**src/rtl/hazard_fwd_unit.sv**
```systemverilog
// hazard_fwd_unit: operand forwarding selects, load-use and long-latency scoreboard
// stalls, and a saturating stall-cycle counter, sitting beside the ID/EX register.
module hazard_fwd_unit #(
    parameter int NREGS  = 32,
    parameter int LL_LAT = 4,
    parameter int SCNT_W = 16,
    localparam int RW    = $clog2(NREGS)
) (
    input  logic              clk,
    input  logic              rst,
    input  logic [RW-1:0]     id_rs1,
    input  logic [RW-1:0]     id_rs2,
    input  logic [RW-1:0]     idex_rs1,
    input  logic [RW-1:0]     idex_rs2,
    input  logic [RW-1:0]     idex_rd,
    input  logic              idex_memread,
    input  logic [RW-1:0]     exmem_rd,
    input  logic              exmem_regwrite,
    input  logic [RW-1:0]     memwb_rd,
    input  logic              memwb_regwrite,
    input  logic              issue_ll,
    input  logic [RW-1:0]     issue_rd,
    output logic [1:0]        FwdA,
    output logic [1:0]        FwdB,
    output logic              stall,
    output logic              bubble,
    output logic [NREGS-1:0]  busy,
    output logic [SCNT_W-1:0] stall_cnt
);
    localparam int CW = $clog2(LL_LAT + 1);

    logic [CW-1:0]     cnt_q [NREGS];
    logic [CW-1:0]     cnt_d [NREGS];
    logic [SCNT_W-1:0] stall_cnt_q, stall_cnt_d;
    logic              lu, sb_hit, accept;

    // EX/MEM is the younger producer, so it takes priority over MEM/WB
    function automatic logic [1:0] fwd_sel(
        input logic [RW-1:0] s,
        input logic [RW-1:0] em_rd,
        input logic          em_we,
        input logic [RW-1:0] mw_rd,
        input logic          mw_we
    );
        return (em_we && em_rd != '0 && em_rd == s) ? 2'b10 :
               (mw_we && mw_rd != '0 && mw_rd == s) ? 2'b01 : 2'b00;
    endfunction

    always_comb begin
        FwdA = fwd_sel(idex_rs1, exmem_rd, exmem_regwrite, memwb_rd, memwb_regwrite);
        FwdB = fwd_sel(idex_rs2, exmem_rd, exmem_regwrite, memwb_rd, memwb_regwrite);
    end

    always_comb begin
        busy = '0;
        for (int i = 0; i < NREGS; i++)
            busy[i] = cnt_q[i] != '0;
    end

    always_comb begin
        lu     = idex_memread && idex_rd != '0 && (idex_rd == id_rs1 || idex_rd == id_rs2);
        sb_hit = busy[id_rs1] || busy[id_rs2];
        stall  = lu || sb_hit;
        bubble = stall;
        accept = issue_ll && !stall && issue_rd != '0;
    end

    // a reload on re-issue (WAW) takes precedence over the per-cycle decrement
    always_comb begin
        for (int i = 0; i < NREGS; i++)
            cnt_d[i] = (accept && issue_rd == RW'(i)) ? CW'(LL_LAT) :
                       busy[i] ? cnt_q[i] - CW'(1) : cnt_q[i];
    end

    assign stall_cnt_d = (stall && !(&stall_cnt_q)) ? stall_cnt_q + SCNT_W'(1) : stall_cnt_q;
    assign stall_cnt   = stall_cnt_q;

    always_ff @(posedge clk) begin
        for (int i = 0; i < NREGS; i++)
            cnt_q[i] <= rst ? '0 : cnt_d[i];
        stall_cnt_q <= rst ? '0 : stall_cnt_d;
    end
endmodule

```
**config.mk**
```make
export PLATFORM = sky130hd
export DESIGN_NAME = hazard_fwd_unit
export DESIGN_NICKNAME = d
export VERILOG_FILES = /design/src/rtl/hazard_fwd_unit.sv
export SDC_FILE = /design/constraint.sdc
export NUM_CORES = 1
export LEC_CHECK = 0
export CORE_ASPECT_RATIO = 0.8
export CORE_UTILIZATION = 41
export CTS_CLUSTER_SIZE = 40
export DETAILED_ROUTE_END_ITERATION = 7
export GPL_ROUTABILITY_DRIVEN = 0
export SYNTH_ARGS = -nofsm -noshare
export SYNTH_HDL_FRONTEND = slang
export SYNTH_SLANG_ARGS = --single-unit
```
**constraint.sdc**
```tcl
create_clock -name clk -period 3.2 [get_ports clk]
set_clock_uncertainty 0.15 [all_clocks]
set_input_delay 0.64 -clock clk [delete_from_list [all_inputs] [get_ports clk]]
set_output_delay 0.64 -clock clk [all_outputs]
set_load 0.02 [all_outputs]
```
# Word level (Yosys, flattened, before mapping)
# Memories as Yosys holds them, arrays and structs flattened.
# Index checks and enable logic that the tools add are counted.
dict set report word_totals {
  word_cells 264
  regBits 16
  in_bits 46
  out_inout_bits 54
  mem_count 1
  ram_bits 96
}
dict set report classes {
  eq_ne 37
  order_cmp 2
  addsub 33
  n_reduce_logical 86
  muxes 104
}
# name words width rd rd_clocked_by_memory_dff write_ports line_no
set memory_table {}
lappend memory_table {cnt_q 32 3 32 0 32 32} ;# logic [CW-1:0] cnt_q [NREGS];
# cell n
set op_table {}
lappend op_table {{2-to-1 mux 3 bit} 96}
lappend op_table {{nonzero test 3 bit} 32}
lappend op_table {{subtractor 3 x 1 -> 3 bit, second input constant} 32}
lappend op_table {{equality test 5 bit, second input constant} 16}
lappend op_table {{logical AND 1 bit} 43}
lappend op_table {{equality test 5 x 4 -> 1 bit, second input constant} 8}
lappend op_table {{equality test 5 bit} 6}
lappend op_table {{equality test 5 x 3 -> 1 bit, second input constant} 4}
lappend op_table {{nonzero test 5 bit} 4}
lappend op_table {{adder 16 x 1 -> 16 bit, second input constant} 1}
lappend op_table {{AND reduction 16 bit} 1}
lappend op_table {{less-than comparator 5 x 6 -> 1 bit, second input constant} 2}
lappend op_table {{binary-select mux 1 bit (select 5 bit)} 2}
lappend op_table {{equality test 5 x 2 -> 1 bit, second input constant} 2}
lappend op_table {{equality test 5 x 1 -> 1 bit, second input constant} 1}
lappend op_table {{logical NOT 5 bit} 1}
lappend op_table {{2-to-1 mux 1 bit} 4}
lappend op_table {{2-to-1 mux 2 bit} 2}
lappend op_table {{logical OR 1 bit} 3}
lappend op_table {{logical NOT 1 bit} 2}

# Longest topological paths before layout
# Gate-level depths: netlist of run 1.
dict set report logic_depth {
  depth_word 11
  ltp_mapped 13
  depth_no_buf 10
}

# Least setup slack after synthesis of run 1
# No wires, ideal clock.
dict set report synth_path {
  path_kind {reg2out}
  from {mem cnt_q[1][15] (netlist name)}
  to {out stall}
  n_path_buf 3
  arrival_time_ns 2.594
  slack_ns -0.184
  required_ns 2.410
  path_stages_with_launch 12
  cell_sequence {dfxtp_1 > inv_1 > ha_1 > ha_1 > clkbuf_1 > mux4_1 > mux2i_1 > mux4_2 > a311oi_4 > clkbuf_1 > inv_1 > buf_4}
}
# element line_no
set synth_rtl {}
lappend synth_rtl {{start: declaration} 32}
lappend synth_rtl {{end: declaration} 25} ;# output logic stall,

# Worst setup path after layout of run 1
dict set report layout_path {
  from {in idex_rd[1]}
  to {out bubble}
}
dict set report layout_between {
  elab_chain_cells 4
  elab_cells_between_ends 7
  classes_between {eq/ne: 2; reduce/logical: 5}
}
# element line_no
set layout_lines {}
lappend layout_lines {{start: declaration} 15} ;# input logic [RW-1:0] idex_rd,
lappend layout_lines {{equality test 5 bit / nonzero test 5 bit (equally long branches)} 61} ;# lu = idex_memread && idex_rd != '0 && (idex_rd == id_rs1 || idex_rd == id_rs2);
lappend layout_lines {{logical OR 1 bit / logical AND 1 bit (equally long branches)} 61}
lappend layout_lines {{logical AND 1 bit *} 61}
lappend layout_lines {{logical OR 1 bit *} 63} ;# stall = lu || sb_hit;
lappend layout_lines {{end: declaration} 26} ;# output logic bubble,
# Every way passes the cells marked *; elsewhere a longest branch is shown, timed or not.

==> run metrics, run 1 <==
layout cell share with drive strength beyond 1=29.5%; largest family of logic cells by synthesized area=adder cells; CTS tree=yes; CTS clock-pin slew for the worst setup and hold paths=0.07 ns; antenna viol nets, final=0; cell with the most instances after synthesis=inv_1; first-pass GRT wire length=33,000 um; max frequency=0.310 GHz; Synth warnings=0; Rows=44; cts bufs inserted=9; worst vdd ir=0.429 mV; Initial Util=41.9%; initial antenna violation count=0; Slew Limit Fails=0; Post-synth EDFFs=0; CTS root buffer=clkbuf_16; via count=6,422; worst skew pair latency=approximately 0.36 ns; total gr overflow=0; unrepaired setup endpoints after global routing=true; DR iter-0 viols=309; Area contributors post-synth=dfxtp_1, ha_1, inv_1; fill count=1,553; share of the synthesized area in the top cell type=29.6%; core area=18,100 um^2; port bufs=99; Worst slew margin=about two thirds; vias in the first global route=6,169; Max Root-Sink Buffers=2; Final Hold Vio Count=0; Crit Path Max Fanout=2; Post-Synth XOR/XNOR Area=7.16%; DRC=0; crit path kind=in2out; status=finished with violations; Slew @ Worst Pin=just over 0.5 ns; part of the cycle the worst path needs=101%; crit start category=input pin; # diodes=0; htree depth=3; pwr/cell area=886 nW/um^2; final setup violation count=2; Synth Area per Inst=8.73 um^2; drt wl/cell=about 16 um; cts hold-fix bufs=0; Worst Path Arrival=2.44 ns; Initial DRT Pass Iterations=5; Post-synth top cells=inv_1, dfxtp_1, ha_1; Avg Vias per Cell=5.04; Synth Area in Adders=16.0%; Synth area leader=dfxtp_1; Gate Count Post-Synth=approximately 870; LEAKAGE=4.70 nW; Sinks on Clock Net=112; hold crit path type=reg2reg; synthesized area=7580 um^2; die height=124 um; register area share after synthesis=29.6%; worst path required time=~2.4 ns; max-cap violation count=0; Syn Nets=just over 1,000; total die area=19,000 um^2; Yosys cell types=between 40 and 50; Post-DP HPWL=between 10,000 and 15,000 um; Detailed Route WL=~21,000 um; GRT Util Overall=22.6%; Die X=154 um; Synth Area in Compound Gates=13.6%; Synth Area in Simple Gates=11.3%; Synth Flop Type=dfxtp_1; placed cell area=9410 um^2; num ports=100; Async SR Flop Fraction=0%; failing checks=negative setup slack; final net count=1,181; post-route setup slack=-0.0297 ns; multiplexer area fraction after synthesis=10.3%; synth-to-layout area growth=42.7%; Seq cells post-synth=112; fin area=10,800 um^2; largest net degree at the start of global routing=45; crit end category=output port; fin util=approximately three fifths; Min Clock Period, post-route=between 3 and 4 ns
## area by class of cell
type	instances	area, um^2	share of cell area (%)
multi-input cells	531	5280	48.8
clock inverters	6	115	1.06
flip-flops and latches	112	2270	21.0
repair buffers	223	2030	18.8
inverters	161	604	5.58
well taps	230	288	2.66
clock buffers	10	239	2.21
## worst max-delay path: stages
cell             delay [ns]
clkdlybuf4s50_1        0.45
or4_4                  0.55
o21ai_2                0.14
a21oi_2                0.07
a311oi_4               0.37
inv_2                  0.09
buf_6                  0.14
## logic make-up (layout without fill, tap and decap cells)
family                   after synthesis  after routing
AO/OA/AOI/OAI                        159            159
XOR/XNOR                              62             62
adder cells (fa/ha/maj)               97             97
multiplexers                          64             64
buffers and inverters                226            400
AND/OR/NAND/NOR                      149            149
flip-flops                           112            112
## metal layers
| metal | global-route usage, % | part of all wire, % | vias up |
|---|---|---|---|
| met2 | 35.9 | 44 | 150 |
| met3 | 4.94 | 4.9 | 13 |
| met5 | 0 | 0 | - |
| met4 | 4.56 | 0.95 | 0 |
| li1 | - | - | 3230 |
| met1 | 31.4 | 50 | 3029 |
## sequential cells by signal, summed over array words and instances (netlist names)
| name | flops |
|---|---|
| stall_cnt | 16 |
| cnt_q | 96 |
## worst paths after layout
check | start | end | slack, ns | cells past startpoint
hold reg to reg | cnt_q[0][1] | cnt_q[0][1] | 0.34 | 2
setup / recovery | idex_rd[1] | bubble | -0.03 | 7
hold / removal | cnt_q[0][1] | cnt_q[0][1] | 0.34 | 2
setup reg to reg | cnt_q[1][37] | cnt_q[0][42] | 0.10 | 11
## report_power, final
| group | total (mW) | internal, mW | switching (mW) |
|---|---|---|---|
| registers | 2.01 | 1.79 | 0.224 |
| clock network | 1.34 | 0.793 | 0.550 |
| logic | 6.23 | 3.17 | 3.07 |
## placed cells by master (no fill, tap or decap), types with 6 or more instances in the layout
cell type        instances
a21oi_1                 43
ha_1                    33
nor2b_1                 11
a211oi_1                62
dfxtp_2                 21
nand3_1                 11
xnor2_1                 10
inv_2                   38
nand2_1                 15
dfxtp_1                 91
buf_12                   6
buf_4                  117
mux4_2                   9
mux2i_1                 46
nor2_1                  52
ha_4                    63
o21ai_0                  9
mux2_2                   7
inv_1                  123
o22ai_1                 31
clkdlybuf4s50_1         82
xor2_1                  52
clkbuf_16                9
or3_1                    9
## metrics by stage
stage	total power, mW	cells	TNS (ns)	hold WS, ns	setup slack [ns]
finish	9.59	1273	-0.0591	0.340	-0.0297
global route	10.3	1273	-0.150	0.380	-0.0756
CTS	9.48	1272	-0.123	0.347	-0.0617
detailed placement	6.96	1238	-51.93	0.329	-0.671
global placement	6.89	1238	-53.15	0.319	-0.687
floorplan	5.08	869	0	0.304	0.0192
## repair_timing
item / 4_1_cts / 5_1_grt
setup endpoints to repair: 95 / 67
buffers inserted: 15 / 1
hold endpoints to repair: 0 / 0
pin swaps: 57 / 5
gates resized for setup: 228 / 26
cloned: 3 / 0
No activity file was read; power rests on OpenSTA's default activity.
==> inputs of run 2 (changes only) <==
--- a/config.mk
+++ b/config.mk
@@ -10,6 +10,7 @@
 export CTS_CLUSTER_SIZE = 40
 export DETAILED_ROUTE_END_ITERATION = 7
 export GPL_ROUTABILITY_DRIVEN = 0
+export RECOVER_POWER = 25
 export SYNTH_ARGS = -nofsm -noshare
 export SYNTH_HDL_FRONTEND = slang
 export SYNTH_SLANG_ARGS = --single-unit
==> run metrics, run 2 (synthesized netlist as in run 1, its figures left out) <==
Max Root-Sink Buffers=2 (unchanged); Slew @ Worst Pin=0.508 ns (+0.00192 ns); Final Hold Vio Count=0 (unchanged); most frequent cells in the layout=inv_1, buf_4, dfxtp_1, ha_4, a211oi_1; worst skew pair latency=0.36 ns (about the same); num ports=100 (unchanged); Post-DP HPWL=14,400 um (unchanged); max reg flops=96 (unchanged); final setup violation count=2 (unchanged); port bufs=99 (unchanged); drt wl/cell=16.5 um (about the same); Crit Path Max Fanout=2 (unchanged); CTS root buffer=clkbuf_16; Largest Register=cnt_q; crit end category=output port; unrepaired setup endpoints after global routing=true; via count=6,417 (-0.078%); largest net degree at the start of global routing=45 (unchanged); core area=18,100 um^2 (unchanged); Reg-to-Reg End=cnt_q[0][42]; Levels on crit path=7 (unchanged); die height=124 um (unchanged); top cell family by delay on the critical path=buffers and inverters; pwr/cell area=878 nW/um^2 (-0.82%); Worst Setup SP=idex_rd[1]; worst path required time=2.41 ns (about the same); critical path's slowest cell=or4_4; antenna viol nets, final=0 (unchanged); commonest non-fill, non-tap cell in the layout=inv_1; crit start category=input pin; worst reg2reg setup slack=0.11 ns (about the same); worst vdd ir=0.413 mV (-3.6%); CP Capture Point=bubble; Initial DRT Pass Iterations=5 (unchanged); max frequency=0.310 GHz (+0.18%); cts bufs inserted=9 (unchanged); GRT Util Overall=22.6% (unchanged); Detailed Route WL=21,000 um (about the same); CTS tree=yes; LEAKAGE=4.79 nW (+1.8%); max-cap violation count=0 (unchanged); Worst slew margin=66.1% (-0.13 points); synth-to-layout area growth=42.7% (unchanged); # diodes=0 (unchanged); Die X=154 um (unchanged); Min Clock Period, post-route=3.22 ns (-0.00579 ns); post-place setup slack=-0.671 ns (unchanged); CTS clock-pin slew for the worst setup and hold paths=0.07 ns (about the same); DR iter-0 viols=355 (+15%); initial antenna violation count=0 (unchanged); total die area=19,000 um^2 (unchanged); crit path kind=in2out; Worst Path Arrival=2.43 ns (about the same); WHS=0.340 ns (+0.0000660 ns); final net count=1,181 (unchanged); CP max stage delay=0.55 ns (about the same); status=finished with violations; htree depth=3 (unchanged); Rows=44 (unchanged); layout cell share with drive strength beyond 1=29.5% (unchanged); Post-Place Cells=1,238 (unchanged); CP Cell Sequence=clkdlybuf4s50_1 -> or4_4 -> o21ai_2 -> a21oi_2 -> a311oi_4 -> inv_2 -> buf_6; DRC=0 (unchanged); Initial Util=41.9% (unchanged); Crit path buffers/inverters=3 (unchanged); first-pass GRT wire length=33,000 um (unchanged); non-filler cells, final=1,273 (unchanged); R2R Path Start=cnt_q[1][37]; Sinks on Clock Net=112 (unchanged); vias in the first global route=6,169 (unchanged); part of the cycle the worst path needs=101% (-0.18 points); post-route setup slack=-0.0239 ns (+0.00579 ns); r2r worst-path depth=11 (unchanged); overall power=9.51 mW (-0.82%); failing checks=negative setup slack; hold crit path type=reg2reg; Avg Vias per Cell=5.04 (about the same); total negative setup slack=-0.0476 ns (+0.0116 ns); total gr overflow=0 (unchanged); Slew Limit Fails=0 (unchanged)
==> run 2: changes by cell type in the layout (fill, tap and decap cells not counted) <==
cell / previous run / this run
clkdlybuf4s50_1: 82 / 45
dlygate4sd3_1: 0 / 37
==> run 2: worst min path at each step <==
stage | start | to | cells past startpoint | slack [ns]
floorplan | cnt_q[0][1] | cnt_q[0][1] | 2 | 0.30
global placement | cnt_q[0][1] | cnt_q[0][1] | 2 | 0.32
detailed placement | cnt_q[0][1] | cnt_q[0][1] | 2 | 0.33
CTS | cnt_q[0][1] | cnt_q[0][1] | 2 | 0.35
global route | cnt_q[0][1] | cnt_q[0][1] | 2 | 0.38
finish | cnt_q[0][1] | cnt_q[0][1] | 2 | 0.34
==> run 2: where the power goes <==
group          internal (mW)  leakage (nW)  switching [mW]  total, mW
logic                   3.10          3.69            3.06       6.15
registers               1.79         0.923           0.223       2.01
clock network          0.793         0.175           0.550       1.34
total                   5.68          4.79            3.83       9.51
==> run 2: worst min-delay path, stage by stage (launching register included) <==
cell and delay [ns]:
dfxtp_1 0.33, a21oi_1 0.06, nor2_1 0.07
==> run 2: area by class of cell <==
type                            instances  area (um^2)
Tap cell                              230          288
Clock inverter                          6          115
Sequential cell                       112         2270
Inverter                              161          604
Clock buffer                           10          239
Multi-Input combinational cell        531         5280
Timing Repair Buffer                  223         2030
Fill cell                            1553         7290
==> run 2: stage by stage <==
stage	cell area, um^2	utilization [%]
final	10800	59.8
after global routing	10800	59.8
after CTS	10800	59.4
after detailed placement	9410	52.0
after global placement	9410	52.0
after floorplan	7610	-
==> run 2: routing by layer <==
metal	wire (um)	global-route usage, %	part of all wire [%]	vias up
li1	-	-	-	3236
met1	10500	31.4	50	3013
met2	9180	35.9	44	155
met3	1080	4.94	5.1	13
met4	199	4.56	0.95	0
met5	0	0	0	-
==> run 2: repair_timing <==
action | in CTS | in global routing
setup endpoints to repair | 95 | 67
buffers inserted | 15 | 1
resized for setup | 228 | 26
hold buffers | 0 | 0
pin swaps | 57 | 5
cloned | 3 | 0
==> inputs of run 3 (changes only) <==
--- a/config.mk
+++ b/config.mk
@@ -10,7 +10,9 @@
 export CTS_CLUSTER_SIZE = 40
 export DETAILED_ROUTE_END_ITERATION = 7
 export GPL_ROUTABILITY_DRIVEN = 0
+export GPL_TIMING_DRIVEN = 0
 export RECOVER_POWER = 25
+export SLEW_MARGIN = 20
 export SYNTH_ARGS = -nofsm -noshare
 export SYNTH_HDL_FRONTEND = slang
 export SYNTH_SLANG_ARGS = --single-unit
==> run metrics, run 3 (synthesized netlist as in run 1, its figures left out) <==
status=finished with violations; failing checks=negative setup slack; Slew @ Worst Pin=0.945 ns (+0.438 ns); DRC=0 (unchanged); commonest non-fill, non-tap cell in the layout=inv_1; LEAKAGE=4.63 nW (-3.3%); final net count=1,173 (-0.68%); port bufs=95 (-4.0%); drt wl/cell=18.1 um (+9.7%); Initial DRT Pass Iterations=6 (+1); post-route setup slack=-0.251 ns (-0.227 ns); Sinks on Clock Net=112 (unchanged); die height=124 um (unchanged); CTS tree=yes; crit start category=register; most frequent cells in the layout=inv_1, buf_4, dfxtp_1, ha_4, a211oi_1; worst path required time=2.41 ns (about the same); Detailed Route WL=22,900 um (+9.0%); non-filler cells, final=1,265 (-0.63%); first-pass GRT wire length=34,500 um (+4.7%); antenna viol nets, final=0 (unchanged); crit end category=output port; Post-Place Cells=1,194 (-3.6%); htree depth=3 (unchanged); CP Cell Sequence=inv_1 -> ha_4 -> ha_4 -> mux4_2 -> mux2i_2 -> mux4_2 -> a311oi_4 -> clkbuf_8 -> inv_4 -> buf_6 -> buf_6; Post-DP HPWL=14,800 um (+2.4%); core area=18,100 um^2 (unchanged); crit path kind=reg2out; synth-to-layout area growth=39.0%; layout cell share with drive strength beyond 1=30.3% (+0.81 points); CTS root buffer=clkbuf_16; Final Hold Vio Count=0 (unchanged); GRT Util Overall=24.2% (+1.7 points); cts bufs inserted=9 (unchanged); total gr overflow=0 (unchanged); Crit Path Max Fanout=4 (+2); Rows=44 (unchanged); num ports=100 (unchanged); Die X=154 um (unchanged); total die area=19,000 um^2 (unchanged); Initial Util=41.9% (unchanged); hold crit path type=reg2reg; cts hold-fix bufs=0 (unchanged); Worst Path Arrival=2.66 ns (+0.23 ns); largest net degree at the start of global routing=18 (-60%); Min Clock Period, post-route=3.45 ns (+0.227 ns); Avg Vias per Cell=5.24 (+4.0%); WHS=0.345 ns (+0.00427 ns); worst skew pair latency=0.36 ns (about the same); pwr/cell area=913 nW/um^2 (+3.9%); placed cell area=8860 um^2 (-5.9%); final setup violation count=2 (unchanged); CTS clock-pin slew for the worst setup and hold paths=0.08 ns (about the same); Largest Register=cnt_q; Worst slew margin=36.5% (-30 points); Max Root-Sink Buffers=2 (unchanged); unrepaired setup endpoints after global routing=true; max frequency=0.290 GHz (-6.6%); CP max stage delay=0.49 ns (-0.06 ns); DR iter-0 viols=389 (+9.6%); worst vdd ir=0.504 mV (+22%); max-cap violation count=0 (unchanged); # diodes=0 (unchanged); critical path's slowest cell=mux4_2; via count=6,633 (+3.4%); fin area=10,500 um^2 (-2.6%); part of the cycle the worst path needs=108% (+7.1 points); Slew Limit Fails=0 (unchanged); initial antenna violation count=0 (unchanged); vias in the first global route=6,205 (+0.58%); max reg flops=96 (unchanged)
==> run 3: final timing paths <==
check / start / endpoint / slack [ns] / cells after the start
min reg2reg: cnt_q[0][1] / cnt_q[0][1] / 0.34 / 2
min: cnt_q[0][1] / cnt_q[0][1] / 0.34 / 2
max reg2reg: cnt_q[0][12] / cnt_q[1][28] / 0.12 / 12
max: cnt_q[0][12] / stall / -0.25 / 11
==> run 3: repair_timing <==
action	in CTS	in global routing
endpoints found under the setup margin	89	87
pin swaps	36	51
setup buffers	56	26
resized for setup	222	104
==> run 3: routing by layer <==
metal | track usage [%] | vias to the layer above | wire, um
li1 | - | 3214 | -
met1 | 34.2 | 3177 | 11000
met2 | 37.2 | 211 | 10000
met3 | 4.45 | 31 | 1430
met4 | 8.19 | 0 | 483
met5 | 0 | - | 0
==> run 3: layout make-up <==
type | instances | area [um^2]
Clock buffer | 13 | 270
Fill cell | 1574 | 7570
Multi-Input combinational cell | 531 | 5240
Tap cell | 230 | 288
Clock inverter | 3 | 47.5
Inverter | 161 | 607
Sequential cell | 112 | 2300
Timing Repair Buffer | 177 | 1560
Buffer | 38 | 229
==> run 3: power by group <==
part,total [mW],switching [mW],internal [mW],leakage (nW)
Clock,1.23,0.555,0.678,0.156
Combinational,6.34,3.14,3.20,3.54
Sequential,2.05,0.237,1.81,0.931
==> run 3: through the flow <==
stage	util, %	setup WS (ns)	setup TNS, ns	total power, mW
3_3_place_gp	48.9	-0.966	-21.74	6.36
4_1_cts	57.3	-0.383	-0.695	9.32
3_5_place_dp	48.9	-0.985	-24.41	6.44
2_1_floorplan	-	0.0192	0	5.08
5_1_grt	58.2	-0.339	-0.605	10.3
6_report	58.2	-0.251	-0.431	9.62
==> run 3: worst max-delay path, delay by kind of cell, from the launching register on <==
kind / cells / cell delay [ns]
AOI/OAI and AO/OA: 1 / 0.32
adders and majority gates: 2 / 0.31
buffers and inverters: 5 / 0.56
DFF: 1 / 0.32
muxes: 3 / 0.80
